[config.mk]
export PLATFORM = sky130hd
export DESIGN_NAME = ifu_fetch
export DESIGN_NICKNAME = d
export VERILOG_FILES = /design/src/rtl/ifu_fetch.sv
export SDC_FILE = /design/constraint.sdc
export NUM_CORES = 1
export LEC_CHECK = 0
export CORE_MARGIN = 3
export CORE_UTILIZATION = 25
export CTS_BUF_LIST = sky130_fd_sc_hd__clkbuf_4
export DETAILED_ROUTE_END_ITERATION = 8
export GPL_ROUTABILITY_DRIVEN = 1
export PLACE_DENSITY = 0.54
export SLEW_MARGIN = 20
export SYNTH_ARGS = -nofsm -noshare
export SYNTH_HDL_FRONTEND = slang
export SYNTH_SLANG_ARGS = --single-unit
[constraint.sdc]
create_clock -name clk -period 6.4 [get_ports clk]
set_input_delay 1.28 -clock clk [delete_from_list [all_inputs] [get_ports clk]]
set_output_delay 1.28 -clock clk [all_outputs]
set_load 0.05 [all_outputs]
[src/rtl/ifu_fetch.sv]
// Instruction fetch front end: issues word reads on a req/gnt/rvalid bus and
// buffers returned {pc,inst} pairs in an in-order queue presented to decode.
module ifu_fetch #(
  parameter logic [31:0] RESET_PC = 32'h0000_0000,
  parameter int          QDEPTH   = 2,
  parameter logic [31:0] NOP_INST = 32'h0000_0013
) (
  input  logic        clk,
  input  logic        rst_n,
  input  logic        stall_i,
  input  logic        jump_req_i,
  input  logic [31:0] jump_pc_i,
  output logic        ibus_req_o,
  output logic [31:0] ibus_addr_o,
  input  logic        ibus_gnt_i,
  input  logic        ibus_rvalid_i,
  input  logic [31:0] ibus_rdata_i,
  output logic [31:0] pc_o,
  output logic [31:0] inst_o,
  output logic        inst_valid_o
);
  localparam int PW = (QDEPTH > 1) ? $clog2(QDEPTH) : 1;
  localparam int CW = $clog2(QDEPTH + 1);

  logic [31:0]   fetch_pc_q, fetch_pc_d;
  logic [CW-1:0] count_q, count_d;
  logic [CW-1:0] outst_q, outst_d;
  logic [CW-1:0] discard_q, discard_d;
  logic [PW-1:0] q_rd_q, q_rd_d, q_wr_q, q_wr_d;
  logic [PW-1:0] fl_rd_q, fl_rd_d, fl_wr_q, fl_wr_d;
  logic [31:0]   q_pc_q   [QDEPTH];
  logic [31:0]   q_inst_q [QDEPTH];
  logic [31:0]   fl_pc_q  [QDEPTH];

  logic fire, rsp, drop, redirect, pop, push;

  function automatic logic [PW-1:0] ptr_inc(input logic [PW-1:0] p);
    return (int'(p) == QDEPTH - 1) ? '0 : p + PW'(1);
  endfunction

  // Credit covers both buffered and in-flight words, so the queue cannot overflow.
  always_comb begin
    ibus_req_o   = rst_n && ((int'(count_q) + int'(outst_q)) < QDEPTH);
    ibus_addr_o  = fetch_pc_q;
    inst_valid_o = (count_q != '0);
    pc_o         = inst_valid_o ? q_pc_q[q_rd_q] : 32'h0;
    inst_o       = inst_valid_o ? q_inst_q[q_rd_q] : NOP_INST;
  end

  always_comb begin
    fire     = ibus_req_o & ibus_gnt_i;
    rsp      = ibus_rvalid_i & (outst_q != '0);
    drop     = rsp & (discard_q != '0);
    redirect = jump_req_i & ~stall_i;
    pop      = inst_valid_o & ~stall_i;
    push     = rsp & ~drop & ~redirect;

    outst_d = outst_q;
    if (fire && !rsp)      outst_d = outst_q + CW'(1);
    else if (!fire && rsp) outst_d = outst_q - CW'(1);

    // Everything still in flight after a redirect edge belongs to the old path.
    discard_d = discard_q;
    if (redirect)  discard_d = outst_d;
    else if (drop) discard_d = discard_q - CW'(1);

    fetch_pc_d = fetch_pc_q;
    if (redirect)  fetch_pc_d = {jump_pc_i[31:2], 2'b00};
    else if (fire) fetch_pc_d = fetch_pc_q + 32'd4;

    fl_wr_d = fire ? ptr_inc(fl_wr_q) : fl_wr_q;
    fl_rd_d = rsp  ? ptr_inc(fl_rd_q) : fl_rd_q;

    count_d = count_q;
    q_rd_d  = q_rd_q;
    q_wr_d  = q_wr_q;
    if (redirect) begin
      count_d = '0;
      q_rd_d  = '0;
      q_wr_d  = '0;
    end else begin
      if (pop)  q_rd_d = ptr_inc(q_rd_q);
      if (push) q_wr_d = ptr_inc(q_wr_q);
      if (push && !pop)      count_d = count_q + CW'(1);
      else if (pop && !push) count_d = count_q - CW'(1);
    end
  end

  always_ff @(posedge clk or negedge rst_n) begin
    if (!rst_n) begin
      fetch_pc_q <= RESET_PC;
      count_q    <= '0;
      outst_q    <= '0;
      discard_q  <= '0;
      q_rd_q     <= '0;
      q_wr_q     <= '0;
      fl_rd_q    <= '0;
      fl_wr_q    <= '0;
      for (int i = 0; i < QDEPTH; i++) begin
        q_pc_q[i]   <= '0;
        q_inst_q[i] <= '0;
        fl_pc_q[i]  <= '0;
      end
    end else begin
      fetch_pc_q <= fetch_pc_d;
      count_q    <= count_d;
      outst_q    <= outst_d;
      discard_q  <= discard_d;
      q_rd_q     <= q_rd_d;
      q_wr_q     <= q_wr_d;
      fl_rd_q    <= fl_rd_d;
      fl_wr_q    <= fl_wr_d;
      if (fire) fl_pc_q[fl_wr_q] <= fetch_pc_q;
      if (push) begin
        q_pc_q[q_wr_q]   <= fl_pc_q[fl_rd_q];
        q_inst_q[q_wr_q] <= ibus_rdata_i;
      end
    end
  end
endmodule

==> results of run 1 <==
-- flip-flops by register name, summed over array words and instances (netlist names) --
register and flops:
count_q 2, discard_q 2, fl_pc_q 60, fl_rd_q 1, fl_wr_q 1, ibus_addr_o 30
outst_q 2, q_inst_q 64, q_pc_q 60, q_rd_q 1, q_wr_q 1
-- cell families after synthesis --
group | count (synthesis)
buffers and inverters | 71
XOR/XNOR | 34
AND/OR/NAND/NOR | 241
multiplexers | 211
adder cells (fa/ha/maj) | 4
flip-flops | 224
other | 1
AO/OA/AOI/OAI | 113
-- how the worst max path moves through the flow --
stage | to | cells after the start | slack (ns) | startpoint
finish | inst_o[11] | 4 | 1.85 | q_rd_q
CTS | inst_o[26] | 4 | 1.67 | q_rd_q
global placement | q_inst_q[3] | 6 | 2.06 | stall_i
floorplan | ibus_req_o | 1 | 2.64 | rst_n
global route | inst_o[11] | 4 | 1.60 | q_rd_q
detailed placement | q_inst_q[3] | 6 | 2.06 | stall_i
-- synth_stat cells (2+ instances only) --
master      n
nand4_1     6
nor4_1      5
xor2_1      8
o21ai_1     2
a31oi_1     3
buf_1       4
and4_1      3
mux2_2    119
or4_1       2
nor3_1     12
xnor2_1    26
clkbuf_1   42
buf_2       8
nand3_1     6
dfrtp_1   224
mux2i_1    92
and3_1      2
nand2b_1    2
inv_1      11
buf_4       5
nand4_2     2
nand2_1    87
nand3b_1    2
ha_1        3
nor2_1    102
o21ai_0    67
and2_1      4
a21oi_1    35
-- power breakdown --
part	internal [mW]	switching, mW
clock network	0.715	0.607
registers	1.99	0.442
logic	1.23	1.77
-- cells in the final DEF (no fill, tap or decap), drive strengths merged, types with 2 or more instances in the layout --
cell           count
a21oi             35
a31oi              3
and2               4
and3               2
and4               3
buf               14
clkbuf            95
clkdlybuf4s50    160
clkinv             8
conb               4
dfrtp            224
ha                 3
inv               14
mux2             119
mux2i             92
nand2             87
nand2b             2
nand3              7
nand3b             2
nand4              8
nor2             102
nor3              12
nor4               5
o21ai             69
or4                3
xnor2             26
xor2               8
-- worst max-delay path, stage by stage (launching register included) --
cell,delay [ns]
dfrtp_4,0.91
buf_4,0.55
mux2i_1,0.14
nor2_1,0.14
clkdlybuf4s50_1,0.83
-- cell type report --
class	count	area, um2	area share [%]
Timing Repair Buffer	174	1720	13.1
Clock inverter	13	80.1	0.610
Sequential cell	224	5610	42.7
Tap cell	525	657	5.00
Clock buffer	95	713	5.43
Inverter	11	41.3	0.314
Antenna cell	1	2.50	0.0191
Multi-Input combinational cell	607	4310	32.8
-- metal layers --
metal	vias to the layer above	GRT usage, %	share of wire (%)
li1	3495	-	-
met1	3477	16.7	49
met2	178	18.1	43
met3	49	3.31	5.4
met4	0	5.12	2.4
met5	-	0	0
==> impl_metrics.yaml, run 1 <==
floorplan:
  dieArea_um2: 43100
  die_w_um: 208
  io-pin-count: 168
  placementRows: 73
  core-area_um2: 39900
  die_h_um: 208
  initial_core_util_pct: 25.5
pwr:
  powerDensity_nw_per_um2: 514
  total_power_mw: 6.75
  ir_worst_vdd_v: 0.000155
  p_leak_nw: 5.57
detailed_routing:
  drt_wl_total_mm: 26.2
  drtIter0Drc: 277
  drc: 0
  via_per_inst: 4.36
  firstDrtPassIters: 4
  ant_nets: 0
  routedWlPerCell_um: 15.9
  vias: 7199
critical_path:
  worstSetupStartpointType: "register"
  crit_type: "reg2out"
  cp.required_ns: 5.12
  reg2regPathDepth: 8
  crit_fanout: 40
  r2r-start: "count_q[0]"
  cp.arrival_ns: 3.27
  worstSetupEndpointType: "primary output"
  reg2reg_slack_ns: 3.36
  worstReg2RegEnd: "ibus_addr_o[31]"
timing:
  drv_slew: 0
  setup_viol_count_final: 0
  min_period_ns: 4.55
  fin_crit_sh_pct: 71.1
  finalSetupTns_ns: 0
  skew_ns: 0.0445
  worstMarginPinSlew_ns: 0.994
  relSlewSlack_pct: 33.7
  setup_slack_ns: 1.85
  grt_setup_unrepaired: "no"
  hold_ws_ns: 0.451
  hold_viol: 0
  fmax_ghz: 0.220
final_layout:
  final_nets: 1159
  final_cell_area_um2: 13100
  fin_cells: 1650
  drive_gt1_share_pct: 21.9
  nFillCells: 4126
  final_core_util_pct: 32.9
  synthToLayoutAreaGrowth_pct: 29.2
logic_synthesis:
  synth-edff-count: 0
  synth_xor_area_share_pct: 2.93
  seq_area_frac_synth_pct: 55.1
  synth_top_area_share_pct: 55.1
  yosys-top-cells-area: "dfrtp_1 55%, mux2_2 13%, mux2i_1 9.1%"
  synthCells: 899
  ys_types: 43
  postSynth.asyncResetShare_pct: 100
  yosys.area_share.simple_pct: 10.3
  synth-seq-cells: 224
  syn_area_um2: 10200
  synth_compound_area_share_pct: 5.77
  synthFlopType: "dfrtp_1"
  synth_adder_area_share_pct: 0.566
  syn_avg_cell_area_um2: 11.3
  synth_warnings: 0
  synth_top_family_by_area: "multiplexers"
  muxShareOfSynthArea_pct: 22.2
  yosys.area.top_type: "dfrtp_1"
cts:
  clk_latency_ns: 0.68
  cts.sinks: 224
  htreeDepth: 3
  cts-resized-gates: 0
  postCtsHoldBufs: 0
  cts_made_buffers: 67
  cts_setup_buffers: 0
  tritoncts: "yes"
  clkTransAtPathRegs_ns: 0.06
  ctsLongestPathBuffers: 3
  cts-root-buf: "clkbuf_4"
outcome:
  status: "completed"
global_route:
  grt_use_total_pct: 12.2
  grt_max_degree: 93
  grt_pass1_vias: 7532
  antenna_found_initial: 1
  overflow: 0
  grt_pass1_wl_mm: 42.0
placed_design:
  place_congestion: 0.702
  hpwl_mm: 17.1
  pre_cts_ws_ns: 2.06
  dpl_cell_area_um2: 12300
  dp.cells: 1541
  io_buffers: 161
min_path:
  hp-class: "in2async"
job:
  cap_violations: 0
Power figures use the tool's default switching activity.
==> inputs of run 2 (changes only) <==
--- a/config.mk
+++ b/config.mk
@@ -10,7 +10,7 @@
 export CTS_BUF_LIST = sky130_fd_sc_hd__clkbuf_4
 export DETAILED_ROUTE_END_ITERATION = 8
 export GPL_ROUTABILITY_DRIVEN = 1
-export PLACE_DENSITY = 0.54
+export PLACE_DENSITY = 0.55
 export SLEW_MARGIN = 20
 export SYNTH_ARGS = -nofsm -noshare
 export SYNTH_HDL_FRONTEND = slang
==> constraint.sdc (replaced) <==
create_clock -name clk -period 4.17 [get_ports clk]
set_input_delay 0.834 -clock clk [delete_from_list [all_inputs] [get_ports clk]]
set_output_delay 0.834 -clock clk [all_outputs]
set_load 0.05 [all_outputs]
==> impl_metrics.yaml, run 2 (synthesized netlist as in run 1, its figures left out) <==
outcome:
  status: "completed"
timing:
  skew_ns: 0.0410
  hold_viol: 0
  worstMarginPinSlew_ns: 1.01
  fin_crit_sh_pct: 91.6
  finalSetupTns_ns: 0
  hold_ws_ns: 0.270
  drv_slew: 0
  min_period_ns: 3.82
  relSlewSlack_pct: 32.6
  setup_slack_ns: 0.350
  setup_viol_count_final: 0
  fmax_ghz: 0.262
  grt_setup_unrepaired: "no"
placed_design:
  io_buffers: 161
  pre_cts_ws_ns: 0.840
  hpwl_mm: 16.9
  dp.cells: 1542
  place_congestion: 0.719
floorplan:
  core-area_um2: 39900
  die_h_um: 208
  placementRows: 73
  dieArea_um2: 43100
  die_w_um: 208
  io-pin-count: 168
  initial_core_util_pct: 25.5
cts:
  ctsLongestPathBuffers: 3
  cts_made_buffers: 68
  clk_latency_ns: 0.68
  clkTransAtPathRegs_ns: 0.06
  htreeDepth: 3
  postCtsHoldBufs: 0
  cts_setup_buffers: 0
  tritoncts: "yes"
  cts-resized-gates: 0
  cts.sinks: 224
  cts-root-buf: "clkbuf_4"
critical_path:
  crit_fanout: 40
  crit_type: "reg2out"
  r2r-start: "count_q[0]"
  worstSetupStartpointType: "register"
  worstSetupStartpoint: "q_rd_q"
  cp.required_ns: 3.34
  worstSetupEndpointType: "primary output"
  cp.arrival_ns: 2.99
  reg2regPathDepth: 7
detailed_routing:
  via_per_inst: 4.38
  firstDrtPassIters: 4
  drtIter0Drc: 326
  drc: 0
  ant_nets: 0
  drt_wl_total_mm: 25.7
  routedWlPerCell_um: 15.6
  vias: 7237
final_layout:
  largest_reg_flops: 64
  layout_commonest_cell: "dfrtp_1"
  synthToLayoutAreaGrowth_pct: 30.3
  multi_input_area_um2: 4310
  reg_top3: "q_inst_q x64, fl_pc_q x60, q_pc_q x60"
  largest_register: "q_inst_q"
  nFillCells: 4096
  layout_common_cells: "222 x dfrtp_1, 159 x clkdlybuf4s50_1, 119 x mux2_2"
  final_nets: 1161
  drive_gt1_share_pct: 22.4
  regArea_um2: 5610
  fin_cells: 1652
global_route:
  grt_busiest_layer: "met2"
  grt_pass1_wl_mm: 41.5
  met1_usage_pct: 16.3
  use_met2_pct: 18.0
  grt_use_total_pct: 12.0
  overflow: 0
  met3_usage_pct: 3.58
  grt_pass1_vias: 7482
  grt_max_degree: 93
  antenna_found_initial: 1
job:
  cap_violations: 0
pwr:
  powerDensity_nw_per_um2: 794
  p_leak_nw: 5.63
  ir_worst_vdd_v: 0.000221
min_path:
  hp-class: "in2async"
==> run 2: changes by cell type in the layout (fill, tap and decap cells not counted), sizes merged <==
cell           delta
clkbuf            +5
clkdlybuf4s50     -1
buf               +2
inv               -2
clkinvlp          -1
bufinv            +1
clkinv            -2
==> run 2: final cells by class <==
| cell class | instances | share of cell area, % |
|---|---|---|
| diodes | 1 | 0.0189 |
| clock buffers | 100 | 5.67 |
| clock inverters | 9 | 0.699 |
| inverters | 11 | 0.312 |
| multi-input cells | 607 | 32.5 |
| flip-flops and latches | 224 | 42.4 |
| well taps | 525 | 4.96 |
| repair buffers | 175 | 13.5 |
==> run 2: path summary, 6_finish.rpt <==
path / endpoint / slack (ns)
max: inst_o[23] / 0.35
min: fl_pc_q[26] / 0.27
max reg2reg: ibus_addr_o[30] / 1.03
min reg2reg: q_pc_q[2] / 0.47
max in group asynchronous: q_rd_q / 2.36
min in group clk: q_pc_q[2] / 0.47
==> run 2: power by group <==
group          switching (mW)  internal, mW  leakage (nW)  total, mW
combinational            2.73          1.93          2.34       4.66
clock                   0.918          1.20         0.507       2.12
sequential              0.682          3.05          2.78       3.73
total                    4.33          6.19          5.63       10.5
==> run 2: per-stage QoR <==
| stage | total power [mW] | area [um2] | utilization [%] |
|---|---|---|---|
| after floorplan | 6.88 | 10200 | - |
| after global routing | 11.3 | 13200 | 33.2 |
| final | 10.5 | 13200 | 33.2 |
| after global placement | 8.43 | 12400 | 31.1 |
| after CTS | 10.7 | 13200 | 33.2 |
| after detailed placement | 8.53 | 12400 | 31.1 |
==> run 2: critical path: stages, from the launching register on <==
cell and delay, ns:
dfrtp_4 0.93, buf_12 0.32, mux2i_1 0.10, nor2_1 0.13
clkdlybuf4s50_1 0.83
==> run 2: routing by layer <==
metal | share of wire [%] | vias to the layer above
li1 | - | 3514
met1 | 48 | 3482
met2 | 44 | 200
met3 | 6.3 | 41
met4 | 2.1 | 0
met5 | 0 | -
==> inputs of run 3 (changes only) <==
--- a/config.mk
+++ b/config.mk
@@ -10,7 +10,7 @@
 export CTS_BUF_LIST = sky130_fd_sc_hd__clkbuf_4
 export DETAILED_ROUTE_END_ITERATION = 8
 export GPL_ROUTABILITY_DRIVEN = 1
-export PLACE_DENSITY = 0.55
+export PLACE_DENSITY = 0.54
 export SLEW_MARGIN = 20
 export SYNTH_ARGS = -nofsm -noshare
 export SYNTH_HDL_FRONTEND = slang
==> constraint.sdc (replaced) <==
create_clock -name clk -period 4.8 [get_ports clk]
set_input_delay 0.96 -clock clk [delete_from_list [all_inputs] [get_ports clk]]
set_output_delay 0.96 -clock clk [all_outputs]
set_load 0.05 [all_outputs]
==> impl_metrics.yaml, run 3 (synthesized netlist as in run 1, its figures left out) <==
critical_path:
  worstSetupStartpointType: "register"
  crit_fanout: 48
  cp_top_family: "buffers and inverters"
  reg2reg_slack_ns: 1.68
  cp_cell_sequence: "buf_4 > mux2i_1 > nor2_1 > clkdlybuf4s50_1"
  worstSetupEndpointType: "primary output"
  cp.arrival_ns: 3.31
  cp_slowest_cell: "dfrtp_4"
  crit_type: "reg2out"
  cp.required_ns: 3.84
  cp_num_buf_inv: 2
  critPathMaxStageDelay_ns: 1.02
detailed_routing:
  drtIter0Drc: 263
  ant_nets: 0
  via_per_inst: 4.39
  drt_wl_total_mm: 26.1
  firstDrtPassIters: 4
  routedWlPerCell_um: 15.7
  vias: 7284
  drc: 0
timing:
  drv_slew: 0
  fmax_ghz: 0.234
  min_period_ns: 4.27
  relSlewSlack_pct: 34.3
  skew_ns: 0.0553
  worstMarginPinSlew_ns: 0.986
  grt_setup_unrepaired: "no"
  setup_viol_count_final: 0
  fin_crit_sh_pct: 89.0
  hold_viol: 0
  finalSetupTns_ns: 0
cts:
  tritoncts: "yes"
  htreeDepth: 3
  clkTransAtPathRegs_ns: 0.06
  cts-root-buf: "clkbuf_4"
  postCtsHoldBufs: 0
  cts.sinks: 224
  cts-resized-gates: 0
  cts_made_buffers: 68
  clk_latency_ns: 0.73
  ctsLongestPathBuffers: 3
  cts_setup_buffers: 0
global_route:
  antenna_found_initial: 1
  grt_pass1_vias: 7516
  overflow: 0
  grt_max_degree: 69
  grt_use_total_pct: 12.2
  grt_pass1_wl_mm: 41.9
final_layout:
  synthToLayoutAreaGrowth_pct: 29.9
  final_nets: 1162
  reg_top3: "q_inst_q x64, fl_pc_q x60, q_pc_q x60"
  layout_commonest_cell: "dfrtp_1"
  largest_reg_flops: 64
  largest_register: "q_inst_q"
  final_core_util_pct: 33.1
  drive_gt1_share_pct: 21.9
  layout_common_cells: "222 x dfrtp_1, 160 x clkdlybuf4s50_1, 119 x mux2_2"
  final_cell_area_um2: 13200
floorplan:
  die_h_um: 208
  initial_core_util_pct: 25.5
  die_w_um: 208
  io-pin-count: 168
  placementRows: 73
  dieArea_um2: 43100
  core-area_um2: 39900
placed_design:
  io_buffers: 161
  place_congestion: 0.721
  hpwl_mm: 17.2
  dpl_cell_area_um2: 12400
job:
  cap_violations: 0
pwr:
  ir_worst_vdd_v: 0.000217
  p_leak_nw: 5.60
  total_power_mw: 9.06
  powerDensity_nw_per_um2: 686
min_path:
  hp-class: "in2async"
outcome:
  status: "completed"
-- run 3: cell types whose count changed in the layout (fill, tap and decap cells not counted) --
cell             before  now
clkbuf_4            100   91
clkinv_2              1    3
inv_6                 0    1
bufinv_16             2    1
clkinvlp_4            0    2
clkinv_1              4   14
diode_2               1    2
clkinv_4              1    2
clkdlybuf4s50_1     159  160
buf_12                5    2
buf_4                10   13
-- run 3: cell type report --
cell class | instances | area [um2]
Clock buffer | 91 | 683
Inverter | 11 | 41.3
Antenna cell | 2 | 5.00
Fill cell | 4105 | 26700
Sequential cell | 224 | 5610
Multi-Input combinational cell | 607 | 4310
Tap cell | 525 | 657
Timing Repair Buffer | 176 | 1750
Clock inverter | 24 | 143
-- run 3: power by group --
| group | switching [mW] | internal, mW |
|---|---|---|
| registers | 0.612 | 2.65 |
| logic | 2.35 | 1.66 |
| clock network | 0.856 | 0.940 |
| total | 3.81 | 5.24 |
-- run 3: per-layer routing --
layer / vias to the layer above / share of wire [%] / track usage (%)
li1: 3508 / - / -
met1: 3523 / 47 / 15.8
met2: 192 / 44 / 18.8
met3: 61 / 5.8 / 3.72
met4: 0 / 3.1 / 5.74
met5: - / 0 / 0
-- run 3: through the flow --
| step | hold WS, ns | std cells | setup slack, ns |
|---|---|---|---|
| floorplan | 0.450 | 902 | 1.31 |
| global placement | 0.461 | 1543 | 1.10 |
| detailed placement | 0.470 | 1543 | 1.10 |
| CTS | 0.0490 | 1658 | 0.386 |
| global route | 0.0713 | 1659 | 0.322 |
| finish | 0.145 | 1660 | 0.528 |
-- run 3: worst register-to-register path, delay by kind of cell, from the launching register on --
kind	cells	cell delay, ns
simple gates	4	1.81
fa+ha+maj	1	0.47
flops	1	0.46
xor+xnor	1	0.18
compound gates	1	0.07
-- run 3: path summary, 6_finish.rpt --
check	from	end	depth (start not counted)
max	q_rd_q	inst_o[20]	4
min	rst_n	fl_pc_q[58]	1
max reg2reg	count_q[0]	ibus_addr_o[31]	7
min reg2reg	q_pc_q[2]	q_pc_q[2]	2
max in group asynchronous	rst_n	q_rd_q	2
min in group clk	q_pc_q[2]	q_pc_q[2]	2
